--- config.mk ---
export PLATFORM = sky130hd
export DESIGN_NAME = sockit_spi_xip_seq
export DESIGN_NICKNAME = d
export VERILOG_FILES = /design/src/rtl/sockit_spi_xip_seq.sv
export SDC_FILE = /design/constraint.sdc
export NUM_CORES = 1
export LEC_CHECK = 0
export ABC_AREA = 1
export CAP_MARGIN = 20
export CORE_AREA = 2 2 114 116
export DETAILED_ROUTE_END_ITERATION = 10
export DIE_AREA = 0 0 116 118
export PLACE_DENSITY = 0.82
export SYNTH_ARGS = -nofsm -noshare
export SYNTH_HDL_FRONTEND = slang
export SYNTH_SLANG_ARGS = --single-unit
--- constraint.sdc ---
create_clock -name clk -period 3.4 [get_ports clk]
set_input_delay 0.68 -clock clk [delete_from_list [all_inputs] [get_ports clk]]
set_output_delay 0.68 -clock clk [all_outputs]
set_load 0.01 [all_outputs]
--- src/rtl/sockit_spi_xip_seq.sv ---
// sockit_spi_xip_seq
//    Read-transaction sequencer for the SPI master serializer. A flash read
//    request is turned into an ordered stream of serializer command words
//    (opcode, address, dummy, data chunks, deselect). The opcode and address
//    phases also carry a matching write-data word. Returned read words are
//    counted so that completion can be reported.
//
//    Build option: SOCKIT_SPI_XIP_QUAD_EN
//       defined   : cfg_qio selects quad I/O (opcode 0xEB, iom=3 after opcode)
//       undefined : single I/O only (opcode 0x03), cfg_qio ignored
//
//    Ports
//       clk, rst_n              clock, synchronous active-low reset
//       cfg_sss/cfg_dmy/cfg_qio slave select mask, dummy cycles, quad request
//       req_vld/req_rdy         request handshake, req_adr/req_len payload
//       cmd_vld/cmd_rdy         command handshake
//       cmd_sso..cmd_cnt        command fields
//       sdw_vld/sdw_rdy/sdw_dat write-data stream (MSB aligned)
//       sdr_trn                 one read word accepted downstream
//       busy, done              transaction in flight, completion pulse
//
//    state  | meaning
//    -------+-----------------------------------------------------------
//    IDLE   | ready for a request
//    OPC    | opcode command + opcode write word
//    ADR    | address command + address write word
//    DMY    | dummy cycles (skipped when cfg_dmy=0)
//    DAT    | one read command per data word, repeated while bytes remain
//    END    | deselect gap command
//    WAIT   | wait for all outstanding read words, then pulse done
module sockit_spi_xip_seq #(
   parameter int ADW = 24,
   parameter int SDW = 32,
   parameter int SSW = 8,
   parameter int LNW = 16
) (
   input  logic           clk,
   input  logic           rst_n,
   input  logic [SSW-1:0] cfg_sss,
   input  logic [3:0]     cfg_dmy,
   input  logic           cfg_qio,
   input  logic           req_vld,
   output logic           req_rdy,
   input  logic [ADW-1:0] req_adr,
   input  logic [LNW-1:0] req_len,
   output logic           cmd_vld,
   input  logic           cmd_rdy,
   output logic [SSW-1:0] cmd_sso,
   output logic           cmd_cke,
   output logic           cmd_die,
   output logic           cmd_doe,
   output logic [1:0]     cmd_iom,
   output logic [7:0]     cmd_cnt,
   output logic           sdw_vld,
   input  logic           sdw_rdy,
   output logic [SDW-1:0] sdw_dat,
   input  logic           sdr_trn,
   output logic           busy,
   output logic           done
);

   localparam int BPW = SDW/8;

   typedef enum logic [2:0] {
      S_IDLE, S_OPC, S_ADR, S_DMY, S_DAT, S_END, S_WAIT
   } state_t;

   typedef struct packed {
      logic [SSW-1:0] sso;
      logic           cke;
      logic           die;
      logic           doe;
      logic [1:0]     iom;
      logic [7:0]     cnt;
   } cmd_t;

   state_t         state;
   state_t         nxt_st;
   cmd_t           cmd_q;
   cmd_t           nxt_cmd;
   logic [ADW-1:0] adr_q;
   logic [LNW-1:0] rem_q;
   logic [LNW-1:0] rem_nxt;
   logic [LNW-1:0] r_sel;
   logic [LNW-1:0] dat_b;
   logic [LNW-1:0] out_q;
   logic           cmd_sent;
   logic           sdw_sent;
   logic           cmd_x;
   logic           sdw_x;
   logic           pair_done;
   logic           adv;
   logic           inc;
   logic           dec;
   logic           quad;
   logic           quad_sel;
   logic [1:0]     iom_ph;
   logic [SDW-1:0] opc_word;
   logic [SDW-1:0] adr_word;

`ifdef SOCKIT_SPI_XIP_QUAD_EN
   logic quad_q;

   always_ff @(posedge clk) begin
      if (!rst_n)
         quad_q <= 1'b0;
      else if (state == S_IDLE && req_vld)
         quad_q <= cfg_qio;
   end

   assign quad     = quad_q;
   // the opcode word is loaded on the acceptance edge, before quad_q settles
   assign quad_sel = (state == S_IDLE) ? cfg_qio : quad_q;
`else
   logic unused_qio;
   assign unused_qio = cfg_qio;
   assign quad       = 1'b0;
   assign quad_sel   = 1'b0;
`endif

   assign cmd_x     = cmd_vld & cmd_rdy;
   assign sdw_x     = sdw_vld & sdw_rdy;
   assign pair_done = (cmd_sent | cmd_x) & (sdw_sent | sdw_x);
   assign iom_ph    = quad ? 2'd3 : 2'd1;
   assign opc_word  = SDW'(quad_sel ? 8'hEB : 8'h03) << (SDW-8);
   assign adr_word  = SDW'(adr_q) << (SDW-ADW);

   // chunk size of the data command being issued now
   assign dat_b   = (rem_q < LNW'(BPW)) ? rem_q : LNW'(BPW);
   assign rem_nxt = rem_q - dat_b;

   assign inc = (state == S_DAT) & cmd_x;
   assign dec = sdr_trn & (out_q != '0);

   always_comb begin
      adv    = 1'b0;
      nxt_st = state;
      case (state)
         S_IDLE: begin adv = req_vld;   nxt_st = S_OPC; end
         S_OPC:  begin adv = pair_done; nxt_st = S_ADR; end
         S_ADR: begin
            adv = pair_done;
            if (cfg_dmy != 4'd0)    nxt_st = S_DMY;
            else if (rem_q != '0)   nxt_st = S_DAT;
            else                    nxt_st = S_END;
         end
         S_DMY: begin
            adv    = cmd_x;
            nxt_st = (rem_q != '0) ? S_DAT : S_END;
         end
         S_DAT: begin
            adv    = cmd_x;
            nxt_st = (rem_nxt != '0) ? S_DAT : S_END;
         end
         S_END:  begin adv = cmd_x;         nxt_st = S_WAIT; end
         S_WAIT: begin adv = (out_q == '0); nxt_st = S_IDLE; end
         default: begin adv = 1'b1;         nxt_st = S_IDLE; end
      endcase
   end

   // fields of the command that follows; a repeated data command sizes
   // itself from the count left after the current one
   always_comb begin
      nxt_cmd = cmd_q;
      r_sel   = (state == S_DAT) ? rem_nxt : rem_q;
      if (r_sel > LNW'(BPW))
         r_sel = LNW'(BPW);
      case (nxt_st)
         S_OPC: nxt_cmd = '{cfg_sss, 1'b1, 1'b0, 1'b1, 2'd1, 8'd8};
         S_ADR: nxt_cmd = '{cfg_sss, 1'b1, 1'b0, 1'b1, iom_ph,
                            quad ? 8'(ADW/4) : 8'(ADW)};
         S_DMY: nxt_cmd = '{cfg_sss, 1'b1, 1'b0, 1'b0, iom_ph, {4'd0, cfg_dmy}};
         S_DAT: nxt_cmd = '{cfg_sss, 1'b1, 1'b1, 1'b0, iom_ph,
                            quad ? 8'(r_sel << 1) : 8'(r_sel << 3)};
         S_END: nxt_cmd = '{'0, 1'b0, 1'b0, 1'b0, 2'd1, 8'd1};
         default: nxt_cmd = cmd_q;
      endcase
   end

   always_ff @(posedge clk) begin
      if (!rst_n) begin
         state    <= S_IDLE;
         req_rdy  <= 1'b1;
         cmd_vld  <= 1'b0;
         sdw_vld  <= 1'b0;
         busy     <= 1'b0;
         done     <= 1'b0;
         cmd_q    <= '{'0, 1'b0, 1'b0, 1'b0, 2'd1, 8'd0};
         sdw_dat  <= '0;
         adr_q    <= '0;
         rem_q    <= '0;
         out_q    <= '0;
         cmd_sent <= 1'b0;
         sdw_sent <= 1'b0;
      end else begin
         done  <= 1'b0;
         out_q <= out_q + LNW'(inc) - LNW'(dec);
         if (adv) begin
            state    <= nxt_st;
            cmd_q    <= nxt_cmd;
            cmd_sent <= 1'b0;
            sdw_sent <= 1'b0;
            cmd_vld  <= nxt_st inside {S_OPC, S_ADR, S_DMY, S_DAT, S_END};
            sdw_vld  <= nxt_st inside {S_OPC, S_ADR};
            case (state)
               S_IDLE: begin
                  adr_q   <= req_adr;
                  rem_q   <= req_len;
                  req_rdy <= 1'b0;
                  busy    <= 1'b1;
                  sdw_dat <= opc_word;
               end
               S_OPC:  sdw_dat <= adr_word;
               S_DAT:  rem_q   <= rem_nxt;
               S_WAIT: begin
                  done    <= 1'b1;
                  busy    <= 1'b0;
                  req_rdy <= 1'b1;
               end
               default: ;
            endcase
         end else begin
            // only OPC/ADR can see a lone transfer: hold the other stream
            if (cmd_x) begin
               cmd_vld  <= 1'b0;
               cmd_sent <= 1'b1;
            end
            if (sdw_x) begin
               sdw_vld  <= 1'b0;
               sdw_sent <= 1'b1;
            end
         end
      end
   end

   assign cmd_sso = cmd_q.sso;
   assign cmd_cke = cmd_q.cke;
   assign cmd_die = cmd_q.die;
   assign cmd_doe = cmd_q.doe;
   assign cmd_iom = cmd_q.iom;
   assign cmd_cnt = cmd_q.cnt;

endmodule

# Word-level counts from Yosys, hierarchy flattened
# Cells that the tools add are included.
[totals] input_bits=59 output_inout_bits=58 register_bits=119
[op_classes] reduce_logical=22 magnitude_cmp=2 eq_ne=11 n_bitwise=8 add_sub_neg=3 mux=18
[ops] op="21-bit one-hot mux with 5 select lines" n=1
[ops] op="32-bit one-hot mux with 2 select lines" n=1
[ops] op="16-bit nonzero test" n=3
[ops] op="16-bit two-way mux" n=2
[ops] op="16-bit one-hot mux with 2 select lines" n=1
[ops] op="3-bit one-hot mux with 6 select lines" n=1
[ops] op="16-bit by 1-bit adder with 16-bit output" n=1
[ops] op="16-bit by 3-bit > comparator with 1-bit output (second input constant)" n=1
[ops] op="16-bit zero test" n=1
[ops] op="16-bit by 3-bit < comparator with 1-bit output (second input constant)" n=1
[ops] op="16-bit by 1-bit subtractor with 16-bit output" n=1
[ops] op="16-bit subtractor" n=1
[ops] op="3-bit equality test (second input constant)" n=5
[ops] op="3-bit by 2-bit equality test with 1-bit output (second input constant)" n=4
[ops] op="2-bit AND reduction" n=6
[ops] op="2-bit nonzero test" n=6
[ops] op="1-bit two-way mux" n=7
[ops] op="3-bit by 1-bit equality test with 1-bit output (second input constant)" n=2
[ops] op="1-bit AND" n=5
[ops] op="5-bit two-way mux" n=1
[ops] op="5-bit nonzero test" n=1
[ops] op="1-bit one-hot mux with 2 select lines" n=2
[ops] op="1-bit one-hot mux with 4 select lines" n=1
[ops] op="4-bit nonzero test" n=1
[ops] op="other kinds (6)" n=8

# Longest topological paths before layout
[logic_depth] word_depth=9 depth_mapped=28

# Least setup slack after synthesis
# Ideal clock, no wire load.
[synth_path] path_kind="register to register" start="register out_q[10]" end="register out_q[13]" required_ns=3.277 arrival_ns=3.671 path_slack_ns=-0.393 stages_incl_launch_ff=24 period_less_slack_ns=3.793 cell_sequence="dfxtp_1 inv_1 ha_1 nand3_1 or4_1 or2_2 nand3_2 nand2_2 inv_1 nand2_1 ha_1 inv_1 ha_1 a21oi_1 o21bai_1 nand2_1 nand2_1 a21oi_1 o21ai_0 a21boi_0 o21ai_0 a21boi_0 o21ai_0 a21oi_1"
[synth_between] elab_chain_len=3 elab_cells_between_ends=4 cone_classes="2 x add/sub; 1 x bitwise; 1 x reduce/logical"
[synth_rtl] item="start: declaration" line_no="86" text="logic [LNW-1:0] out_q;"
[synth_rtl] item="start signal: assignment" line_no="197" text="out_q <= out_q + LNW'(inc) - LNW'(dec);"
[synth_rtl] item="parallel branches: the longest is 2 deep, another holds 16-bit by 1-bit adder with 16-bit output"
[synth_rtl] item="16-bit by 1-bit subtractor with 16-bit output *" line_no="197"
# Mark *: on every way between the ends.
# A chain may end at the register's enable or synchronous reset.

# Worst setup path in the final report
[layout_path] start="register out_q[2]" end="register out_q[15]"
# The elaborated chain is that of the path after synthesis.

==> results.cfg <==
[run_status]
status = complete, but fails checks
violations = negative setup slack

[critical_path]
critical_path_class = register to register
ff2ff_setup_slack_ns = -0.26
r2r-end = out_q[15]
reg2reg_depth = 24
worstPathRequired_ns = 3.65
crit_path_start_kind = register
path_max_fanout = 3
cp_data_arrival_time_ns = 3.90
timing.rr.start = out_q[2]
cp-end-kind = register

[global_route]
overflow = 0
grt_pass1_wl_um = 25000
grt_util_met1_pct = 28.8
grtUsageMet2_pct = 36.8
antenna_found_initial = 0
top_usage_layer = met2
grt.total_usage_pct = 22.6
grt_pass1_vias = 5368
use_met3_pct = 4.38
grt_max_degree = 68

[timing]
final.setup.tns_ns = -1.38
finalWorstSetupSlack_ns = -0.256
fin_crit_sh_pct = 108
slew_violations = 0
holdWs_ns = 0.434
fin_crit_ns = 3.66
finalHoldViolCount = 0
slew_headroom_pct = 62.3
fmax_mhz = 274
setup_viol = 8
tightest_slew_ns = 0.562
rsz0062_at_grt = yes
clock_skew_ns = 0.0104

[yosys]
synth_area_um2 = 5720
postSynthAreaPerCell_um2 = 7.07
ys_ff_latch = 109
yosysSeqAreaShare_pct = 38.2
synthesis.instances = 809
synthFlopType = dfxtp_1
async_flop_share_pct = 0
synth_edf_count = 0
ys_types = 45
synth_warnings = 0

[cells_and_area]
area_delta_synth_final_pct = 36.8
stdcell_area_um2 = 7820
diodes = 0
fill_cells = 1080
nNetsFinal = 1040
drive_gt1_share_pct = 18.8

[route]
postRouteAntennaNets = 0
wl_per_cell_um = 13.8
vias = 5866
drt_iter0_markers = 458
drc = 0
viasPerCell = 5.18
routed_wl_um = 15700
drtPass1Iterations = 5

[power]
finalPower_mw = 6.17
sw_frac_of_total_pct = 42.6
power_density_nw_per_um2 = 789
p_int_mw = 3.54
p_leak_nw = 3.38
seqPwrFrac_pct = 28.2
clkPwrFrac_pct = 17.2
power_switching_mw = 2.63
ir_drop_mv = 0.379
p_comb_share_pct = 54.6

[placement]
port_buffers = 105
gp_congestion = 0.926
dp_hpwl_um = 10600
placed_area_um2 = 7180

[die]
die_area_um2 = 13700
die_w_um = 116
start_util_pct = 46.0
die_y_um = 118
num_io_pins = 117
rows = 41
fp.coreArea_um2 = 12400

[cts]
cts-root-buf = clkbuf_16
clkTransAtPathRegs_ns = 0.08
cts-buffers-inserted = 9
cts_tree = yes
cts_htree_levels = 3
clock_sinks = 109
ctsLongestPathBuffers = 2
worstSkewPairLatency_ns = 0.36

[worst_hold_path]
hp-class = register to register
hp-start = cmd_cnt[6]
hold-path-endpoint = cmd_cnt[6]
hold_depth = 2

[flow_run]
drv_cap = 0
-- worst max-delay path by stage --
stage / from / to / slack (ns)
floorplan: out_q[10] / out_q[13] / -0.10
global placement: req_vld / out_q[14] / -0.39
detailed placement: req_vld / out_q[13] / -0.45
CTS: out_q[13] / out_q[14] / -0.14
global route: out_q[2] / out_q[10] / -0.43
finish: out_q[2] / out_q[15] / -0.26
-- power groups by stage --
stage / sequential [mW] / clock, mW / combinational (mW)
after floorplan: 1.75 / 0 / 1.87
after global placement: 1.73 / 0 / 2.77
after detailed placement: 1.74 / 0 / 2.81
after CTS: 1.73 / 1.09 / 3.06
after global routing: 1.78 / 1.13 / 3.75
final: 1.74 / 1.06 / 3.37
-- per-stage QoR --
stage                     instances  worst slack [ns]  utilization [%]
final                          1133            -0.256             63.0
after CTS                      1128            -0.144             61.9
after floorplan                 818            -0.104                -
after detailed placement       1101            -0.453             57.9
after global routing           1133            -0.430             63.0
after global placement         1101            -0.393             57.9
-- layer usage --
layer	wire, um	vias up
met5	0	-
met4	507	0
met3	836	42
met2	7580	200
met1	6740	2674
li1	-	2950
-- state kept, by name, summed over array words and instances (netlist names) --
signal	count
adr_q	24
cmd_cnt	8
out_q	16
state	3
cmd_sso	8
cmd_sent	1
cmd_cke	1
req_rdy	1
cmd_vld	1
rem_q	16
busy	1
sdw_dat	24
sdw_sent	1
cmd_doe	1
sdw_vld	1
cmd_die	1
done	1
-- layout make-up --
| type | count | area [um2] | area share (%) |
|---|---|---|---|
| tap | 172 | 215 | 2.75 |
| clock buffer | 9 | 225 | 2.88 |
| timing repair buffer | 170 | 1560 | 19.9 |
| clock inverter | 7 | 78.8 | 1.01 |
| inverter | 93 | 357 | 4.56 |
| multi-input combinational | 573 | 3190 | 40.8 |
| sequential | 109 | 2200 | 28.1 |
-- cells in the mapped netlist, types with 4 or more instances --
| master | instances | area share (%) |
|---|---|---|
| inv_1 | 84 | 5.5 |
| nand2_1 | 209 | 14 |
| nor2_2 | 4 | 0.44 |
| dfxtp_1 | 109 | 38 |
| o211ai_1 | 4 | 0.53 |
| a21oi_1 | 102 | 8.9 |
| buf_2 | 12 | 1.1 |
| o2111ai_1 | 4 | 0.61 |
| nor2_4 | 4 | 0.79 |
| nor2_1 | 53 | 3.5 |
| inv_2 | 9 | 0.59 |
| nand2_4 | 6 | 1.2 |
| ha_1 | 24 | 5.3 |
| o21ai_0 | 41 | 3.6 |
| buf_4 | 11 | 1.4 |
| nand3_1 | 44 | 3.9 |
| nand4_1 | 12 | 1.3 |
| clkbuf_1 | 16 | 1.1 |
| a221oi_1 | 11 | 1.7 |
| nor3_1 | 5 | 0.44 |
| a211oi_1 | 4 | 0.53 |
-- repair_timing --
action / 4_1_cts / 5_1_grt
endpoints found under the setup margin: 6 / 10
endpoints found under the hold margin: 0 / 0
hold buffers: 0 / 0
pin swaps: 27 / 22
setup buffers: 11 / 5
gates resized for setup: 41 / 36
-- critical path, stage by stage (launching register included) --
cell and delay [ns]:
dfxtp_2 0.33, inv_2 0.08, ha_4 0.14, nand4_1 0.12, or4_4 0.53, or2_4 0.28
nand3_4 0.08, nand2_4 0.06, inv_4 0.06, nand2_4 0.04, ha_4 0.28, inv_4 0.03
ha_4 0.14, a21oi_1 0.15, o21bai_1 0.13, nand2_1 0.12, nand2_1 0.08, a21oi_2 0.17
o21ai_2 0.10, buf_4 0.14, buf_4 0.13, nand4_1 0.11, nand2_2 0.08, o21ai_2 0.12
a21oi_1 0.05
-- kinds of logic after synthesis --
group,count (synthesis),synth area share (%)
other cells,2,0.131
compound gates,181,17.9
fa+ha+maj,25,5.60
xor+xnor,1,0.153
flops,109,38.2
buf+inv,136,10.2
simple gates,355,27.9
-- layout by cell type, fill, tap and decap left out, drive strengths merged, types with 2 or more instances in the layout --
| cell type | n |
|---|---|
| o22ai | 2 |
| o31ai | 2 |
| a221oi | 11 |
| a31oi | 3 |
| dfxtp | 109 |
| nand3 | 47 |
| o2111ai | 4 |
| a21oi | 103 |
| o211ai | 5 |
| a211oi | 5 |
| clkdlybuf4s50 | 105 |
| or2 | 2 |
| inv | 95 |
| nand2 | 218 |
| clkinv | 5 |
| nor3 | 7 |
| a21boi | 2 |
| ha | 24 |
| clkbuf | 9 |
| conb | 11 |
| nor4 | 2 |
| nand4 | 15 |
| nor2 | 61 |
| o21ai | 42 |
| buf | 65 |
(Power assumes the default switching activity.)
